## src/rtl/irq_controller.sv

```systemverilog
// Interrupt aggregator: synchronises low-active sources, latches pending bits
// (level/edge, per-source enable) and drives a registered low-active Intr_N.
// Optional macro IRQC_GLOBAL_MASK_EN adds a global-enable register GCTRL at word 6.
module irq_controller #(
    parameter int NUM_SRC     = 4,
    parameter int SYNC_STAGES = 2
) (
    input  logic               clk,
    input  logic               reset,
    input  logic               CS_N,
    input  logic               RD_N,
    input  logic               WR_N,
    input  logic [11:0]        Addr,
    input  logic [31:0]        DataIn,
    output logic [31:0]        DataOut,
    input  logic [NUM_SRC-1:0] Src_N,
    output logic               Intr_N
);

    localparam logic [2:0] A_STATUS  = 3'd0;
    localparam logic [2:0] A_PENDING = 3'd1;
    localparam logic [2:0] A_ENABLE  = 3'd2;
    localparam logic [2:0] A_MODE    = 3'd3;
    localparam logic [2:0] A_CLAIM   = 3'd4;
    localparam logic [2:0] A_SWSET   = 3'd5;
`ifdef IRQC_GLOBAL_MASK_EN
    localparam logic [2:0] A_GCTRL   = 3'd6;
`endif

    logic [SYNC_STAGES-1:0][NUM_SRC-1:0] sync_q;
    logic [NUM_SRC-1:0] act;
    logic [NUM_SRC-1:0] act_d_q;
    logic [NUM_SRC-1:0] rise;
    logic [NUM_SRC-1:0] pend_q;
    logic [NUM_SRC-1:0] pend_d;
    logic [NUM_SRC-1:0] en_q;
    logic [NUM_SRC-1:0] mode_q;
    logic [NUM_SRC-1:0] wdata;
    logic [NUM_SRC-1:0] w1c;
    logic [NUM_SRC-1:0] swset;
    logic [NUM_SRC-1:0] pe;
    logic [2:0]         word;
    logic               wr_en;
    logic               claim_valid;
    logic [4:0]         claim_id;
    logic               intr_n_q;
    logic               intr_n_d;
    logic               gate;
    logic               unused_bits;

    assign unused_bits = ^{Addr, DataIn};

    // Stage 0 samples the raw pins; the last stage feeds the rest of the logic.
    always_ff @(posedge clk or posedge reset) begin
        if (reset) begin
            sync_q <= '1;
        end else if (SYNC_STAGES > 1) begin
            sync_q <= {sync_q[SYNC_STAGES-2:0], Src_N};
        end else begin
            sync_q <= Src_N;
        end
    end

    assign act   = ~sync_q[SYNC_STAGES-1];
    assign rise  = act & ~act_d_q;

    assign word  = Addr[4:2];
    assign wr_en = ~CS_N & ~WR_N;
    assign wdata = DataIn[NUM_SRC-1:0];
    assign w1c   = (wr_en && word == A_PENDING) ? wdata : '0;
    assign swset = (wr_en && word == A_SWSET)   ? wdata : '0;

    // Edge mode: a set in the same cycle as a clear wins.
    for (genvar gi = 0; gi < NUM_SRC; gi++) begin : g_pend
        assign pend_d[gi] = mode_q[gi] ? ((pend_q[gi] & ~w1c[gi]) | rise[gi] | swset[gi])
                                       : (act[gi] | swset[gi]);
    end

    assign pe          = pend_q & en_q;
    assign claim_valid = |pe;

    always_comb begin
        claim_id = '0;
        for (int i = NUM_SRC - 1; i >= 0; i--) begin
            if (pe[i]) begin
                claim_id = 5'(i);
            end
        end
    end

`ifdef IRQC_GLOBAL_MASK_EN
    logic gctrl_q;

    always_ff @(posedge clk or posedge reset) begin
        if (reset) begin
            gctrl_q <= 1'b0;
        end else if (wr_en && word == A_GCTRL) begin
            gctrl_q <= DataIn[0];
        end
    end

    assign gate = gctrl_q;
`else
    assign gate = 1'b1;
`endif

    assign intr_n_d = ~(gate & claim_valid);

    always_ff @(posedge clk or posedge reset) begin
        if (reset) begin
            act_d_q  <= '0;
            pend_q   <= '0;
            en_q     <= '0;
            mode_q   <= '0;
            intr_n_q <= 1'b1;
        end else begin
            act_d_q  <= act;
            pend_q   <= pend_d;
            intr_n_q <= intr_n_d;
            if (wr_en && word == A_ENABLE) begin
                en_q <= wdata;
            end
            if (wr_en && word == A_MODE) begin
                mode_q <= wdata;
            end
        end
    end

    assign Intr_N = intr_n_q;

    // Reads are side-effect free, CLAIM included.
    always_comb begin
        DataOut = '0;
        if (!CS_N && !RD_N) begin
            case (word)
                A_STATUS:  DataOut[NUM_SRC-1:0] = act;
                A_PENDING: DataOut[NUM_SRC-1:0] = pend_q;
                A_ENABLE:  DataOut[NUM_SRC-1:0] = en_q;
                A_MODE:    DataOut[NUM_SRC-1:0] = mode_q;
                A_CLAIM:   DataOut = {claim_valid, 26'b0, claim_id};
`ifdef IRQC_GLOBAL_MASK_EN
                A_GCTRL:   DataOut[0] = gctrl_q;
`endif
                default:   DataOut = '0;
            endcase
        end
    end

endmodule
```

## config.mk

```make
export PLATFORM = sky130hd
export DESIGN_NAME = irq_controller
export DESIGN_NICKNAME = d
export VERILOG_FILES = /design/src/rtl/irq_controller.sv
export SDC_FILE = /design/constraint.sdc
export NUM_CORES = 1
export LEC_CHECK = 0
export BUFFER_PORTS_ARGS = -buffer_cell sky130_fd_sc_hd__buf_2
export CAP_MARGIN = 20
export CELL_PAD_IN_SITES_DETAIL_PLACEMENT = 1
export CELL_PAD_IN_SITES_GLOBAL_PLACEMENT = 2
export CORE_MARGIN = 2
export CORE_UTILIZATION = 23
export DETAILED_ROUTE_END_ITERATION = 10
export GPL_ROUTABILITY_DRIVEN = 1
export PLACE_DENSITY_LB_ADDON = 0.1
export SETUP_SLACK_MARGIN = 0.5
export SLEW_MARGIN = 20
export SYNTH_ARGS = -nofsm -noshare
export SYNTH_HDL_FRONTEND = slang
export SYNTH_SLANG_ARGS = --single-unit
```

## constraint.sdc

```tcl
create_clock -name clk -period 1.7 [get_ports clk]
set_input_delay 0.17 -clock clk [delete_from_list [all_inputs] [get_ports clk]]
set_output_delay 0.17 -clock clk [all_outputs]
set_load 0.05 [all_outputs]
```

Yosys cells after proc, flatten, opt, wreduce, memory -nomap -nowiden
Cells that the tools add are included.

Output and inout port bits: 33. Register bits: 25. ROM bits: 0. Memories kept: 0. Bits in latches: 0. Memory bits (writable): 0. Logic and storage cells: 62.

Equality and inequality tests: 5. Divide/modulo/power cells: 0. Reduce and logical (&&, ||, !) cells: 9. Multiply operators: 0. Magnitude comparators: 0. $add $sub $neg: 0. Bitwise gates (word level): 28. Muxes and demuxes: 13. Shift operators: 0.

Operator list (number): $mux 32 (1); $mux 28 (1); $pmux 4 s5 (1); $or 1x1->1 (12); $mux 5 (2); $and 4x4->4 (2); $mux 4 (2); $not 4->4 (2); $not 1->1 (7); $eq 3x2->1 const B (2); $eq 3x3->1 const B (2); $and 1x1->1 (5); $logic_and 1x1->1 (5); $mux 1 (4); $mux 2 (2); $reduce_or 4->1 (1); $eq 3x1->1 const B (1); $logic_not 3->1 (1); $logic_not 1->1 (2).

Depth between registers and ports, before layout
Gate-level depths: netlist of run 1.

Word-level depth: 9. Mapped depth: 5.

Least setup slack after synthesis of run 1
No wires, ideal clock.

Path kind: input port to output port. Start point: in Addr[2]. End point: out DataOut[1]. Path slack: 0.002 ns. Path buffers: 1. Arrival: 1.528 ns. Stages on the path: 4. Required time: 1.530 ns. Path through: buf_4 nor3b_1 nand4_1 a21oi_1.

Word-level cells in the longest chain between the ends: 3.

RTL lines: from (decl) (line 13) `input logic [11:0] Addr,`; $eq 3x3->1, or another cell as far along (line 135) `case (word)`; $pmux 4 s5 * (line 135); $mux 32 * (line 134) `if (!CS_N && !RD_N) begin`; to (decl) (line 15) `output logic [31:0] DataOut,`.

Every way passes the cells marked *; elsewhere a longest branch is shown, timed or not.

Worst setup path in the final report of run 1
Start point: reg sync_q[7] in the netlist's numbering. End point: out DataOut[3].

Word-level cells in the longest chain between the ends: 3.

RTL lines: from (decl) (line 30) `logic [SYNC_STAGES-1:0][NUM_SRC-1:0] sync_q;`; from (signal assigned) (line 58) `sync_q <= {sync_q[SYNC_STAGES-2:0], Src_N};`; from (signal assigned) (line 60) `sync_q <= Src_N;`; $not 4->4 (line 64) `assign act = ~sync_q[SYNC_STAGES-1];`; net act[3] (line 31) `logic [NUM_SRC-1:0] act;`; $pmux 4 s5 (line 135); $mux 32 (line 134).

The timed path passes the listed nets, and every way through them passes these cells.

==> results of run 1 <==
-- registers in the layout, summed over array words and instances, names as in the netlist --
name,flops
sync_q,8
pend_q,4
Intr_N,1
mode_q,4
act_d_q,4
en_q,4
-- power by group through the flow --
| stage | Sequential [W] | Combinational (W) | Clock, W |
|---|---|---|---|
| floorplan | 0.000786 | 0.000381 | 0 |
| global placement | 0.000769 | 0.000433 | 0 |
| detailed placement | 0.000769 | 0.000442 | 0 |
| CTS | 0.000760 | 0.000497 | 0.000379 |
| global route | 0.000783 | 0.000550 | 0.000400 |
| finish | 0.000763 | 0.000509 | 0.000354 |
-- final cells by class --
cell class              instances  area share
clock buffers                   3      0.0248
multi-input cells              92       0.372
repair buffers                 33       0.152
clock inverters                 1     0.00301
inverters                       5      0.0113
well taps                      72      0.0541
flip-flops and latches         25       0.383
-- Yosys cell counts --
| cell type | count | area, um2 |
|---|---|---|
| nor3_1 | 1 | 5.00 |
| and4b_1 | 1 | 10.0 |
| conb_1 | 1 | 3.75 |
| mux2i_1 | 2 | 20.0 |
| buf_4 | 28 | 210 |
| nand2b_1 | 1 | 6.26 |
| dfstp_2 | 9 | 236 |
| nor2_4 | 1 | 11.3 |
| a21oi_1 | 12 | 60.1 |
| mux2_2 | 8 | 90.1 |
| mux4_2 | 2 | 45.0 |
| nor2_1 | 6 | 22.5 |
| nor3b_1 | 1 | 7.51 |
| and2_1 | 2 | 12.5 |
| nand3_1 | 2 | 10.0 |
| a211o_1 | 4 | 35.0 |
| buf_6 | 1 | 11.3 |
| nand4_1 | 1 | 6.26 |
| o21ai_0 | 3 | 15.0 |
| nor3_2 | 1 | 10.0 |
| dfrtp_1 | 16 | 400 |
| inv_1 | 5 | 18.8 |
| nand2_1 | 14 | 52.6 |
| and3b_2 | 1 | 10.0 |
| and4_1 | 1 | 8.76 |
| a32o_1 | 1 | 10.0 |
-- cell families after synthesis --
| kind of cell | count (synthesis) |
|---|---|
| buffers and inverters | 34 |
| muxes | 12 |
| AOI/OAI and AO/OA | 20 |
| DFF | 25 |
| and+or+nand+nor | 33 |
| other | 1 |
-- layer usage --
layer / wire length, um / track usage / part of all wire
met3: 160 / 0.0215 / 0.054
met5: 0 / 0 / 0
met1: 1270 / 0.128 / 0.42
met4: 35 / 0.0356 / 0.012
met2: 1520 / 0.167 / 0.51
-- per-stage QoR --
stage | TNS (ps) | setup slack (ps) | total power [W]
after floorplan | 0 | 336 | 0.00117
after global placement | 0 | 142 | 0.00120
after detailed placement | 0 | 138 | 0.00121
after CTS | -216 | -120 | 0.00164
after global routing | -291 | -159 | 0.00173
final | -171 | -91.9 | 0.00163
-- worst register-to-register path: cells and delay by family (launching register included) --
| family | cells | cell delay [ps] |
|---|---|---|
| flops | 1 | 430 |
| compound gates | 2 | 270 |
| buf+inv | 1 | 150 |
| simple gates | 1 | 50 |
-- what timing repair did --
| item | 4_1_cts | 5_1_grt |
|---|---|---|
| hold endpoints to repair | 20 | 0 |
| pin swaps | 6 | 5 |
| hold buffers | 5 | 0 |
| endpoints found under the setup margin | 6 | 5 |
| resized for setup | 21 | 4 |
| setup buffers | 3 | 3 |
-- worst min path at each step --
stage	start	end	slack, ps	depth (start not counted)
2_1_floorplan	Src_N[0]	sync_q[0]$_DFF_PP1_	170	0
3_3_place_gp	reset	mode_q[3]$_DFFE_PP0P_	240	3
3_5_place_dp	reset	act_d_q[2]$_DFF_PP0_	250	3
4_1_cts	DataIn[2]	pend_q[2]$_DFF_PP0_	150	2
5_1_grt	DataIn[0]	pend_q[0]$_DFF_PP0_	150	2
6_report	DataIn[2]	pend_q[2]$_DFF_PP0_	160	2
==> out/metrics.json, run 1 <==
{
  "drt-total-wl_um": 2980,
  "cp-end-kind": "primary output",
  "worstPathCellList": "inv_2, mux4_2, and2_4, buf_8",
  "timing.final.crit_share": 1.05,
  "regToRegEndpoint": "pend_q[1]$_DFF_PP0_",
  "place_inst": 216,
  "max_freq_mhz": 558,
  "yosys-mux-area-fraction": 0.117,
  "timing_worst_setup_path_type": "reg2out",
  "cp.depth": 4,
  "routed_wire_length_per_instance_um": 12.9,
  "clkSlewWorstSetupHoldPaths_ps": 90,
  "cts_htree_levels": 1,
  "i_o_pin_cnt": 86,
  "total_of_warnings_raised_by_yosys": 0,
  "final.fill_count": 647,
  "critical-path-max-stage-delay_ps": 550,
  "gr-total-overflow": 0,
  "fp.coreArea_um2": 5540,
  "worst_r2r_startpoint": "pend_q[1]$_DFF_PP0_",
  "first_iter_violations": 19,
  "mostFrequentLayoutCells": "conb_1, dfrtp_1, buf_2",
  "placementRows": 27,
  "hold_viol_final": 0,
  "failed_checks": "setup timing",
  "outcome": "finished, violations left",
  "dr.pass1.iters": 4,
  "cts_tree": "yes",
  "via_per_inst": 3.98,
  "die-width_um": 80.0,
  "groute.usage.overall": 0.100,
  "vias": 920,
  "power_density_nw_per_um2": 977,
  "period_minus_ws_final_ps": 1790,
  "cell_chosen_for_the_clock_root": "clkbuf_8",
  "cp_data_arrival_time_ps": 1620,
  "detailedPlacementHpwl_um": 2190,
  "floorplan.die.height_um": 80.0,
  "syn_avg_cell_area_um2": 10.6,
  "placed_area_um2": 1450,
  "number_of_global_route_vias_before_repair": 918,
  "drc": 0,
  "floorplan.initialDensity": 0.240,
  "synth_cell_types": 26,
  "maxCapViolCount": 0,
  "timing.reg2reg.setup_slack_ps": 700,
  "post_synth_and_or_nand_nor_area_fraction": 0.130,
  "cp.required_ps": 1530,
  "largest_family_of_logic_cells_by_synthesized_area": "buffers and inverters",
  "synth-xor-area-share": 0,
  "synthesis.area_um2": 1330,
  "cts_bufs_inserted": 3,
  "synthCells": 125,
  "gp_congestion": 0.728,
  "synth_compound_gate_area_share": 0.0904,
  "combPwrFrac": 0.313,
  "worst_setup_path_start_kind": "flop",
  "die-area_um2": 6400,
  "yosysSeqAreaShare": 0.479,
  "min-delay-path-class": "in2reg",
  "pwr-share-clk": 0.217,
  "pin_count_of_the_biggest_net_entering_global_routing": 26,
  "intPower_w": 0.00104,
  "tritoncts_num_sinks": 25,
  "placement.io_buffers": 21,
  "grt_first_pass_wirelength_um": 4810,
  "static-leakage-power_nw": 0.769,
  "critical_path.slowest_cell": "dfstp_2",
  "final_core_util": 0.300,
  "ir_worst_vdd_v": 0.000326,
  "nets": 213,
  "number_of_antenna_violations_at_the_first_check_in_global_routing": 0,
  "post_route_cells_drive_above_1_share": 0.453,
  "area_growth_pct": 25.2,
  "setup_violations": 2,
  "setup_repair_after_global_routing_missed_its_margin": "true",
  "antenna_left": 0,
  "post_synth_fa_ha_maj_area_fraction": 0,
  "clock_latency_ps": 260,
  "area_used_by_multi_input_combinational_logic_um2": 619,
  "ff_latch_area_um2": 637,
  "summed_area_of_non_filler_cells_in_the_final_layout_um2": 1660,
  "layoutNonFillerInstCount": 231,
  "worst_hold_slack_ps": 164,
  "ff2ff_path_depth": 4,
  "num_antenna_cells": 0,
  "timing_max_transition_violations_final": 0,
  "ys_ff_latch": 25,
  "layout.cells.most_common": "conb_1",
  "final.setup.worst_slack_ps": -91.9,
  "p_sw_frac": 0.358,
  "cp_max_fo": 2,
  "critical_path_buf_inv_count": 2,
  "cp-startpoint": "sync_q[7]$_DFF_PP1_",
  "power_frac_seq": 0.469,
  "critical_path.endpoint": "DataOut[3]",
  "worst_clock_skew_ps": 1.08,
  "path_delay_family": "flip-flops",
  "p_switching_w": 0.000582,
  "cts_max_path_buffers": 2
}
(Power assumes the default switching activity.)
==> inputs of run 2 (changes only) <==
==> constraint.sdc (replaced) <==
create_clock -name clk -period 1.7 [get_ports clk]
set_input_delay 0.085 -clock clk [delete_from_list [all_inputs] [get_ports clk]]
set_output_delay 0.085 -clock clk [all_outputs]
set_load 0.05 [all_outputs]
==> out/metrics.json, run 2 (same netlist as run 1, synthesis figures left out) <==
{
  "layout.cells.most_common": "conb_1",
  "maxCapViolCount": 0,
  "first_iter_violations": 31,
  "die-area_um2": 6400,
  "clock_latency_ps": 270,
  "placed_area_um2": 1430,
  "static-leakage-power_nw": 0.765,
  "tritoncts_num_sinks": 25,
  "placementRows": 27,
  "ir_worst_vdd_v": 0.000278,
  "via_per_inst": 4.09,
  "clkSlewWorstSetupHoldPaths_ps": 90,
  "largest_reg_flops": 8,
  "area_growth_pct": 24.4,
  "detailedPlacementHpwl_um": 2160,
  "final.setup.worst_slack_ps": -28.8,
  "drc": 0,
  "floorplan.die.height_um": 80.0,
  "summed_area_of_non_filler_cells_in_the_final_layout_um2": 1650,
  "number_of_global_route_vias_before_repair": 918,
  "mostFrequentLayoutCells": "conb_1, dfrtp_1, buf_2",
  "gr-total-overflow": 0,
  "cp.required_ps": 1620,
  "min-delay-path-class": "in2reg",
  "cts_tree": "yes",
  "cp-end-kind": "primary output",
  "num_antenna_cells": 0,
  "critical-path-max-stage-delay_ps": 550,
  "final.fill_count": 653,
  "outcome": "finished, violations left",
  "pin_count_of_the_biggest_net_entering_global_routing": 26,
  "drt-total-wl_um": 2950,
  "cp_data_arrival_time_ps": 1640,
  "cts_max_path_buffers": 2,
  "cts_bufs_inserted": 3,
  "timing_worst_setup_path_type": "reg2out",
  "cp_max_fo": 2,
  "floorplan.initialDensity": 0.240,
  "failed_checks": "setup timing",
  "max_freq_mhz": 578,
  "i_o_pin_cnt": 86,
  "worst_clock_skew_ps": 6.34,
  "die-width_um": 80.0,
  "placement.io_buffers": 21,
  "nets": 214,
  "post_route_cells_drive_above_1_share": 0.431,
  "antenna_left": 0,
  "worst_setup_timing_slack_at_the_placement_stage_ps": 227,
  "dr.pass1.iters": 2,
  "final_core_util": 0.298,
  "groute.usage.overall": 0.100,
  "fp.coreArea_um2": 5540,
  "critical_path.slowest_cell": "dfstp_2",
  "worst_setup_path_start_kind": "flop",
  "worstPathCellList": "inv_2, mux4_2, and2_4, buf_8",
  "routed_wire_length_per_instance_um": 12.7,
  "period_minus_ws_final_ps": 1730,
  "number_of_antenna_violations_at_the_first_check_in_global_routing": 0,
  "gp_congestion": 0.737,
  "timing_max_transition_violations_final": 0,
  "power_density_nw_per_um2": 992,
  "vias": 948,
  "setup_violations": 1,
  "cell_chosen_for_the_clock_root": "clkbuf_8",
  "hold_viol_final": 0,
  "top_register": "sync_q",
  "cts_htree_levels": 1,
  "setup_repair_after_global_routing_missed_its_margin": "true",
  "timing.final.crit_share": 1.02,
  "grt_first_pass_wirelength_um": 4770
}
## run 2: critical path: cells and delay by family (launching register included)
| kind | cells | cell delay (ps) |
|---|---|---|
| DFF | 1 | 550 |
| muxes | 1 | 460 |
| buffers and inverters | 2 | 180 |
| and+or+nand+nor | 1 | 180 |
## run 2: final cells by class
class / count / area, um2 / share of cell area
flip-flops and latches: 25 / 637 / 0.385
inverters: 5 / 18.8 / 0.0114
clock inverters: 1 / 7.51 / 0.00454
well taps: 72 / 90.1 / 0.0545
multi-input cells: 92 / 597 / 0.361
clock buffers: 3 / 41.3 / 0.0250
repair buffers: 34 / 262 / 0.158
## run 2: layer usage
layer	GRT usage	up-vias	wire length (um)
li1	-	440	-
met1	0.133	468	1320
met5	0	-	0
met4	0.0458	0	55
met2	0.158	35	1400
met3	0.0204	5	166
## run 2: power breakdown
group / leakage (nW) / switching (W) / internal, W
clock: 0.0217 / 0.000199 / 0.000166
sequential: 0.285 / 0.0000636 / 0.000693
combinational: 0.458 / 0.000326 / 0.000192
## run 2: path summary, 6_finish.rpt
check / depth (start not counted) / endpoint / from / slack, ps
max in group asynchronous: 4 / sync_q[4]$_DFF_PP1_ / reset / 1010
hold / removal: 2 / pend_q[0]$_DFF_PP0_ / DataIn[0] / 70
hold reg to reg: 0 / sync_q[6]$_DFF_PP1_ / sync_q[2]$_DFF_PP1_ / 360
setup / recovery: 4 / DataOut[3] / sync_q[7]$_DFF_PP1_ / -30
setup reg to reg: 3 / pend_q[1]$_DFF_PP0_ / sync_q[5]$_DFF_PP1_ / 650
min in group asynchronous: 4 / en_q[3]$_DFFE_PP0P_ / reset / 400
## run 2: stage by stage
stage               power (W)  cells  hold slack (ps)  setup TNS, ps
floorplan             0.00116    151             89.5              0
CTS                   0.00164    229             65.5          -40.5
detailed placement    0.00120    216              160              0
finish                0.00164    232             65.4          -28.8
global route          0.00174    232             69.3           -105
global placement      0.00119    216              151              0
## run 2: timing repair
action | CTS | global route
pin swaps | 10 | 2
hold endpoints to repair | 20 | 0
gates cloned | 0 | 0
setup endpoints to repair | 5 | 5
buffers inserted | 4 | 3
gates resized for setup | 18 | 5
hold buffers | 5 | 0
==> inputs of run 3 (changes only) <==
==> constraint.sdc (replaced) <==
create_clock -name clk -period 1.7 [get_ports clk]
set_input_delay 0.255 -clock clk [delete_from_list [all_inputs] [get_ports clk]]
set_output_delay 0.255 -clock clk [all_outputs]
set_load 0.05 [all_outputs]
==> out/metrics.json, run 3 (same netlist as run 1, synthesis figures left out) <==
{
  "num_antenna_cells": 0,
  "cts_tree": "yes",
  "place_inst": 216,
  "final_core_util": 0.299,
  "layout.cells.most_common": "conb_1",
  "summed_area_of_non_filler_cells_in_the_final_layout_um2": 1650,
  "critical_path.slowest_cell": "dfstp_2",
  "cell_chosen_for_the_clock_root": "clkbuf_8",
  "max_freq_mhz": 536,
  "worst_setup_path_start_kind": "flop",
  "detailedPlacementHpwl_um": 2270,
  "critical-path-max-stage-delay_ps": 550,
  "gr-total-overflow": 0,
  "layoutNonFillerInstCount": 228,
  "number_of_antenna_violations_at_the_first_check_in_global_routing": 0,
  "worst_hold_slack_ps": 26.9,
  "regToRegEndpoint": "pend_q[1]$_DFF_PP0_",
  "outcome": "finished, violations left",
  "failed_checks": "setup timing",
  "power_density_nw_per_um2": 990,
  "post_route_cells_drive_above_1_share": 0.468,
  "pin_count_of_the_biggest_net_entering_global_routing": 26,
  "tritoncts_num_sinks": 25,
  "placed_area_um2": 1460,
  "top_register": "sync_q",
  "cts_max_path_buffers": 2,
  "clkSlewWorstSetupHoldPaths_ps": 80,
  "number_of_global_route_vias_before_repair": 970,
  "setup_repair_after_global_routing_missed_its_margin": "true",
  "fin_setup_tns_ps": -313,
  "ir_worst_vdd_v": 0.000391,
  "gp_congestion": 0.747,
  "min-delay-path-class": "in2async",
  "critical_path_buf_inv_count": 2,
  "cts_hold_buf": 0,
  "drt-total-wl_um": 3080,
  "clock_latency_ps": 260,
  "maxCapViolCount": 0,
  "worstPathCellList": "inv_2, mux4_2, and2_4, buf_8",
  "cts_bufs_inserted": 3,
  "groute.usage.overall": 0.103,
  "timing_max_transition_violations_final": 0,
  "die-area_um2": 6400,
  "via_per_inst": 4.11,
  "final.setup.worst_slack_ps": -167,
  "grt_first_pass_wirelength_um": 4960,
  "worst_clock_skew_ps": 3.30,
  "cts_htree_levels": 1,
  "placement.io_buffers": 21,
  "area_growth_pct": 24.5,
  "mostFrequentLayoutCells": "conb_1, dfrtp_1, buf_2",
  "die-width_um": 80.0,
  "largest_reg_flops": 8,
  "fp.coreArea_um2": 5540,
  "timing.final.crit_share": 1.10,
  "period_minus_ws_final_ps": 1870,
  "setup_violations": 2,
  "cp_max_fo": 2,
  "first_iter_violations": 39,
  "floorplan.die.height_um": 80.0,
  "static-leakage-power_nw": 0.762,
  "hold_viol_final": 0,
  "cp-end-kind": "primary output",
  "final.fill_count": 650,
  "i_o_pin_cnt": 86,
  "floorplan.initialDensity": 0.240,
  "nets": 210,
  "vias": 938,
  "cp_data_arrival_time_ps": 1610,
  "dr.pass1.iters": 4,
  "placementRows": 27,
  "cp.required_ps": 1440,
  "drc": 0,
  "routed_wire_length_per_instance_um": 13.5,
  "worst_r2r_startpoint": "sync_q[5]$_DFF_PP1_",
  "timing.reg2reg.setup_slack_ps": 630,
  "ff2ff_path_depth": 3,
  "timing_worst_setup_path_type": "reg2out",
  "path_delay_family": "flip-flops",
  "antenna_left": 0
}
[run 3: timing repair]
action | 4_1_cts | 5_1_grt
resized for setup | 23 | 5
setup buffers | 5 | 3
pin swaps | 6 | 6
setup endpoints to repair | 7 | 10
[run 3: where the power goes]
part           leakage [nW]  switching (W)  internal [W]  total [W]
Sequential            0.285      0.0000743      0.000693   0.000768
Clock                0.0228       0.000183      0.000167   0.000351
Combinational         0.454       0.000320      0.000199   0.000518
Total                 0.762       0.000578       0.00106    0.00164
[run 3: per-layer routing]
layer / global-route usage / share of wire / up-vias
li1: - / - / 433
met1: 0.129 / 0.42 / 471
met3: 0.0226 / 0.057 / 2
met4: 0.0254 / 0.0062 / 0
met5: 0 / 0 / -
met2: 0.179 / 0.51 / 32
[run 3: cell type report]
class	count	area (um2)	area share
Sequential cell	25	637	0.385
Multi-Input combinational cell	92	634	0.384
Timing Repair Buffer	30	229	0.138
Tap cell	72	90.1	0.0545
Clock buffer	4	45.0	0.0272
Inverter	5	18.8	0.0113
[run 3: how the worst max path moves through the flow]
stage | depth (start not counted) | slack, ps | endpoint | from
detailed placement | 4 | 20 | DataOut[3] | Addr[2]
global placement | 4 | 20 | DataOut[3] | Addr[2]
finish | 4 | -170 | DataOut[3] | sync_q[7]$_DFF_PP1_
floorplan | 3 | 250 | DataOut[2] | sync_q[6]$_DFF_PP1_
CTS | 4 | -180 | DataOut[3] | sync_q[7]$_DFF_PP1_
global route | 4 | -220 | DataOut[3] | sync_q[7]$_DFF_PP1_
[run 3: worst min-delay path, delay by kind of cell]
family | cells | cell delay, ps
buffers and inverters | 3 | 430
[run 3: per-stage QoR]
step / power, W / setup WS [ps]
2_1_floorplan: 0.00117 / 251
3_3_place_gp: 0.00120 / 16.4
3_5_place_dp: 0.00121 / 21.9
4_1_cts: 0.00163 / -181
5_1_grt: 0.00175 / -222
6_report: 0.00164 / -167
